File: src/rtl/async_fifo_wr_arbiter_pkg.sv
// Shared types and helpers for the async FIFO
// write-side arbiter.
package async_fifo_pkg;

  typedef enum logic {
    IDLE,
    BUSY
  } arb_state_t;

  function automatic int idx_w(input int n);
    return (n > 1) ? $clog2(n) : 1;
  endfunction

endpackage

File: src/rtl/async_fifo_wr_arbiter_if.sv
// Requester handshake plus FIFO write port
// bundle seen by the write-side arbiter.
interface async_fifo_wr_arbiter_if #(
  parameter int NUM_REQ   = 4,
  parameter int DATAWIDTH = 8
);

  logic [NUM_REQ-1:0]           req_valid;
  logic [NUM_REQ-1:0]           req_last;
  logic [NUM_REQ*DATAWIDTH-1:0] req_data;
  logic [NUM_REQ-1:0]           req_ready;
  logic                         wfull;
  logic                         winc;
  logic [DATAWIDTH-1:0]         wdata;

  modport master (
    output req_valid,
    output req_last,
    output req_data,
    input  req_ready,
    output wfull,
    input  winc,
    input  wdata
  );

  modport slave (
    input  req_valid,
    input  req_last,
    input  req_data,
    output req_ready,
    input  wfull,
    output winc,
    output wdata
  );

endinterface

File: src/rtl/async_fifo_wr_arbiter_rr_pick.sv
// Combinational round-robin selector: first set
// request strictly after last, wrapping.
module rr_pick
  import async_fifo_pkg::*;
#(
  parameter int N  = 4,
  parameter int IW = idx_w(N)
) (
  input  logic [N-1:0]  req,
  input  logic [IW-1:0] last,
  output logic          found,
  output logic [IW-1:0] idx
);

  logic [2*N-1:0] dbl;

  assign dbl = {req, req};

  // Walk down so the lowest position in the
  // window (last, last+N] wins.
  always_comb begin
    found = 1'b0;
    idx   = '0;
    for (int k = 2*N-1; k >= 0; k--) begin
      if (dbl[k] &&
          (k > int'(last)) &&
          (k <= int'(last) + N)) begin
        found = 1'b1;
        idx   = IW'(k % N);
      end
    end
  end

endmodule

File: src/rtl/async_fifo_wr_arbiter.sv
// Round-robin scheduler sharing one async FIFO
// write port among NUM_REQ write-domain requesters.
module async_fifo_wr_arbiter
  import async_fifo_pkg::*;
#(
  parameter int NUM_REQ   = 4,
  parameter int DATAWIDTH = 8,
  parameter int MAX_BURST = 8,
  localparam int IW = idx_w(NUM_REQ),
  localparam int BW = $clog2(MAX_BURST+1)
) (
  input  logic                    wclk,
  input  logic                    wrst,
  async_fifo_wr_arbiter_if.slave  bus,
  output logic                    grant_active,
  output logic [IW-1:0]           grant_id
);

  arb_state_t        state;
  logic [IW-1:0]     last_grant;
  logic [BW-1:0]     beat_cnt;
  logic              found;
  logic [IW-1:0]     pick;
  logic              busy;
  logic              rel;
  logic [NUM_REQ-1:0] rdy;

  rr_pick #(
    .N  (NUM_REQ),
    .IW (IW)
  ) u_pick (
    .req   (bus.req_valid),
    .last  (last_grant),
    .found (found),
    .idx   (pick)
  );

  assign busy = (state == BUSY);

  always_comb begin
    rdy = '0;
    if (busy && !bus.wfull)
      rdy[grant_id] = 1'b1;
  end

  assign bus.req_ready = rdy;
  assign bus.winc  = busy && !bus.wfull &&
                     bus.req_valid[grant_id];
  assign bus.wdata =
    bus.req_data[grant_id*DATAWIDTH +: DATAWIDTH];

  assign rel = bus.winc &&
               (bus.req_last[grant_id] ||
                (beat_cnt == BW'(MAX_BURST-1)));

  always_ff @(posedge wclk or posedge wrst) begin
    if (wrst) begin
      state        <= IDLE;
      grant_active <= 1'b0;
      grant_id     <= '0;
      last_grant   <= IW'(NUM_REQ-1);
      beat_cnt     <= '0;
    end else begin
      unique case (state)
        IDLE: begin
          if (found) begin
            grant_id     <= pick;
            grant_active <= 1'b1;
            state        <= BUSY;
          end
        end
        BUSY: begin
          if (rel) begin
            last_grant   <= grant_id;
            beat_cnt     <= '0;
            grant_active <= 1'b0;
            state        <= IDLE;
          end else if (bus.winc) begin
            beat_cnt <= beat_cnt + 1'b1;
          end
        end
        default: state <= IDLE;
      endcase
    end
  end

  a_winc_full: assert property (
    @(posedge wclk) disable iff (wrst)
    bus.winc |-> !bus.wfull);

  a_one_ready: assert property (
    @(posedge wclk) disable iff (wrst)
    $onehot0(bus.req_ready));

  a_winc_hs: assert property (
    @(posedge wclk) disable iff (wrst)
    bus.winc == |(bus.req_valid & bus.req_ready));

endmodule

File: src/flat_wrapper.sv
// flat-port wrapper written by rule: the top's interface ports become plain ports
module async_fifo_wr_arbiter_flat import async_fifo_pkg::*;
#(
  parameter int NUM_REQ   = 4,
  parameter int DATAWIDTH = 8,
  parameter int MAX_BURST = 8,
  localparam int IW = idx_w(NUM_REQ),
  localparam int BW = $clog2(MAX_BURST+1)
)
  (wclk, wrst, grant_active, grant_id, bus_req_valid, bus_req_last, bus_req_data, bus_req_ready, bus_wfull, bus_winc, bus_wdata);
  async_fifo_wr_arbiter_if #(.NUM_REQ(NUM_REQ), .DATAWIDTH(DATAWIDTH)) bus_i ();
  input  logic wclk;
  input  logic wrst;
  output logic grant_active;
  output logic [IW-1:0] grant_id;
  input wire logic [$bits(bus_i.req_valid)-1:0] bus_req_valid;
  input wire logic [$bits(bus_i.req_last)-1:0] bus_req_last;
  input wire logic [$bits(bus_i.req_data)-1:0] bus_req_data;
  output wire logic [$bits(bus_i.req_ready)-1:0] bus_req_ready;
  input wire logic [$bits(bus_i.wfull)-1:0] bus_wfull;
  output wire logic [$bits(bus_i.winc)-1:0] bus_winc;
  output wire logic [$bits(bus_i.wdata)-1:0] bus_wdata;
  assign bus_i.req_valid = bus_req_valid;
  assign bus_i.req_last = bus_req_last;
  assign bus_i.req_data = bus_req_data;
  assign bus_req_ready = bus_i.req_ready;
  assign bus_i.wfull = bus_wfull;
  assign bus_winc = bus_i.winc;
  assign bus_wdata = bus_i.wdata;
  async_fifo_wr_arbiter #(.NUM_REQ(NUM_REQ), .DATAWIDTH(DATAWIDTH), .MAX_BURST(MAX_BURST)) u_core (.wclk(wclk), .wrst(wrst), .bus(bus_i), .grant_active(grant_active), .grant_id(grant_id));
endmodule
File: config.mk
export PLATFORM = sky130hd
export DESIGN_NAME = async_fifo_wr_arbiter_flat
export DESIGN_NICKNAME = d
export VERILOG_FILES = /design/src/rtl/async_fifo_wr_arbiter_pkg.sv /design/src/rtl/async_fifo_wr_arbiter_if.sv /design/src/rtl/async_fifo_wr_arbiter_rr_pick.sv /design/src/rtl/async_fifo_wr_arbiter.sv /design/src/flat_wrapper.sv
export SDC_FILE = /design/constraint.sdc
export NUM_CORES = 1
export LEC_CHECK = 0
export BUFFER_PORTS_ARGS = -buffer_cell sky130_fd_sc_hd__clkbuf_2
export CORE_MARGIN = 10
export CORE_UTILIZATION = 35
export DETAILED_ROUTE_END_ITERATION = 12
export PLACE_DENSITY = 0.7
export SETUP_SLACK_MARGIN = 0.4
export SLEW_MARGIN = 5
export SYNTH_ARGS = -nofsm -noshare
export SYNTH_HDL_FRONTEND = slang
export SYNTH_SLANG_ARGS = --single-unit
File: constraint.sdc
create_clock -name wclk -period 4.25 [get_ports wclk]
set_input_delay 0.425 -clock wclk [delete_from_list [all_inputs] [get_ports wclk]]
set_output_delay 0.425 -clock wclk [all_outputs]
set_load 0.02 [all_outputs]
==> results.py <==
metrics = {
    "finish": {
        "fin_nets": 174,
        "layout-drive-gt1-share_pct": 59.7,
        "fillerInstances": 213,
        "area_growth_pct": 39.7,
        "mostFrequentLayoutCells": "clkbuf_2 (58), dfrtp_1 (8), mux4_2 (6)",
        "multi_input_area_um2": 538,
        "fin_area_um2": 1160,
        "final_util_pct": 51.8,
        "antenna_cells": 0,
        "regArea_um2": 253,
        "layout_commonest_cell": "clkbuf_2",
    },
    "setup_path": {
        "crit_chain": "mux4_2 -> nand2_2 -> inv_1 -> clkbuf_2",
        "cp.required_ns": 3.83,
        "critPathSlowestCell": "dfrtp_1",
        "crit_type": "reg -> out",
        "r2r_slack_ns": 2.02,
        "rr_worst_depth": 5,
        "rr_startpoint": "u_core.grant_id[0]$_DFFE_PP0P_",
        "crit_fanout": 17,
        "crit_path_start_kind": "flip-flop",
        "end_kind": "output pin",
        "slowest_delay_ns": 0.82,
        "timing.rr.end": "u_core.last_grant[0]$_DFFE_PP1P_",
        "cp.arrival_ns": 2.12,
    },
    "synth": {
        "syn_avg_cell_area_um2": 11.7,
        "synth-seq-area-share_pct": 30.5,
        "synth_area_um2": 828,
        "syn_nets": 115,
        "synth_cells": 71,
        "synth_cell_types": 32,
        "yosys_warnings": 0,
        "synth_seq_cells": 10,
    },
    "power_and_ir_drop": {
        "peakVddDrop_v": 0.000364,
        "comb_power_share_pct": 58.1,
        "swShare_pct": 45.4,
        "p_sw_w": 0.000324,
        "power.density_nw_per_um2": 616,
        "power.leakage_nw": 0.587,
        "power.internal_w": 0.000389,
        "p_clk_share_pct": 9.3,
        "pwr-share-seq_pct": 32.6,
    },
    "job": {
        "drv_cap": 0,
    },
    "clock_network": {
        "cts_tree": "done",
        "cts.hold.buffers_added": 0,
        "cts.htree.levels": 1,
        "cts_resized": 0,
        "post-cts-setup-buffers": 0,
        "ctsLongestPathBuffers": 2,
        "cts_buffers": 3,
        "cts.sink_count": 10,
        "path_clk_slew_ns": 0.07,
        "clkLatencyLatePin_ns": 0.26,
        "cts_root_buf": "clkbuf_4",
    },
    "drt": {
        "routedWlPerCell_um": 16.8,
        "dr.first_iter.drc_count": 29,
        "route.detailed.drc": 0,
        "drt-total-wl_mm": 2.64,
        "num_vias": 827,
        "ant_nets": 0,
        "dr.pass1.iters": 4,
        "avgViaCountPerCell": 5.27,
    },
    "global_routing": {
        "grt_pass1_vias": 891,
        "grt_max_degree": 18,
        "antenna_found_initial": 0,
        "grt_overflow": 0,
        "grtUsageTotal_pct": 10.8,
        "grt_pass1_wl_mm": 4.01,
    },
    "sta": {
        "relSlewSlack_pct": 51.2,
        "finClkSkew_ns": 0.0110,
        "tns_ns": 0,
        "period_needed_ns": 2.55,
        "fmax_ghz": 0.393,
        "finalSetupViolCount": 0,
        "worst_slew_pin_slew_ns": 0.732,
        "maxSlewViolCount": 0,
        "hold_violations": 0,
        "post-route-period-util_pct": 59.9,
        "rsz0062_at_grt": "no",
    },
    "die": {
        "die_x_um": 68.6,
        "rows": 17,
        "core_area_um2": 2230,
        "die_area_um2": 4710,
        "io_pins": 59,
        "die_y_um": 68.6,
        "start_util_pct": 37.1,
    },
    "placed_design": {
        "place.port_buffers": 58,
        "place.gp.congestion": 0.760,
        "hpwl_mm": 2.27,
        "post_dp_cell_area_um2": 1130,
    },
    "run_status": {
        "status": "finished, final reports clean",
    },
    "min_path": {
        "hp-class": "in -> async",
    },
}
## flip-flops by register name, indices dropped and copies added (netlist names)
register / count
u_core.beat_cnt: 4
u_core.grant_active: 1
u_core.busy: 1
u_core.last_grant: 2
u_core.grant_id: 2
## layout make-up
cell class	instances	area share (%)
Inverter	4	1.30
Sequential cell	10	21.8
Timing Repair Buffer	58	25.1
Clock buffer	4	2.27
Multi-Input combinational cell	53	46.5
Tap cell	28	3.03
## routing by layer
layer	vias to the layer above	share of wire (%)	global-route usage, %
li1	396	-	-
met1	390	33	10.8
met2	37	55	20.2
met3	4	11	4.03
met4	0	0.76	3.02
met5	-	0	0
## worst max-delay path by stage
stage                        end                           start  cells after the start
floorplan           bus_wdata[3]  u_core.grant_id[0]$_DFFE_PP0P_                      3
global placement        bus_winc  u_core.grant_id[0]$_DFFE_PP0P_                      4
detailed placement      bus_winc  u_core.grant_id[0]$_DFFE_PP0P_                      4
CTS                     bus_winc  u_core.grant_id[0]$_DFFE_PP0P_                      4
global route            bus_winc  u_core.grant_id[0]$_DFFE_PP0P_                      4
finish                  bus_winc  u_core.grant_id[0]$_DFFE_PP0P_                      4
## per-stage QoR
| step | total power, W | hold WS, ns | setup WS (ns) | instances |
|---|---|---|---|---|
| 4_1_cts | 0.000726 | 0.110 | 1.66 | 157 |
| 3_3_place_gp | 0.000640 | 0.394 | 2.03 | 153 |
| 5_1_grt | 0.000770 | 0.127 | 1.54 | 157 |
| 2_1_floorplan | 0.000535 | 0.264 | 2.24 | 71 |
| 6_report | 0.000713 | 0.105 | 1.70 | 157 |
| 3_5_place_dp | 0.000655 | 0.403 | 1.97 | 153 |
## cell usage after synthesis
cell      n  area share, %
dfstp_2   2            6.3
a211o_2   1            1.2
nor4_1    1           0.76
clkbuf_1  3            1.4
inv_1     4            1.8
o21ai_0   3            1.8
mux4_1    4             13
o21a_1    3            2.7
mux2i_1   1            1.2
ha_1      1            1.5
nor2_1    5            2.3
nor4_2    1            1.5
a31oi_1   1           0.76
nand2_2   2            1.5
mux4_2    6             16
mux2_2    3            4.1
o21bai_4  1            2.3
nand2b_1  2            1.5
a21o_1    1           0.91
and3b_1   1            1.1
o41ai_1   1            1.1
buf_6     1            1.4
nor3_1    1           0.60
nor2b_1   2            1.5
and3_1    1           0.76
dfrtp_1   8             24
nor3b_1   1           0.91
nand2_1   5            2.3
nand3_1   1           0.60
a21oi_1   2            1.2
o31ai_1   1           0.91
o221ai_1  1            1.1
## power by group through the flow
| stage | clock network [W] | registers [W] | logic (W) |
|---|---|---|---|
| 2_1_floorplan | 0 | 0.000192 | 0.000343 |
| 3_3_place_gp | 0 | 0.000230 | 0.000411 |
| 5_1_grt | 0.0000736 | 0.000246 | 0.000450 |
| 3_5_place_dp | 0 | 0.000236 | 0.000419 |
| 6_report | 0.0000665 | 0.000232 | 0.000414 |
| 4_1_cts | 0.0000707 | 0.000234 | 0.000421 |
## worst max-delay path, delay by kind of cell (launching register included)
kind	cells	cell delay, ns
flops	1	0.82
mux	1	0.61
buf+inv	2	0.26
simple gates	1	0.17
## logic make-up after synthesis
kind of cell	Yosys count	share of synthesized area (%)
mux	14	34.3
compound gates	15	13.9
buf+inv	8	4.53
fa+ha+maj	1	1.51
simple gates	23	15.3
flops	10	30.5
Note: power is estimated with default switching activity, not from simulation.
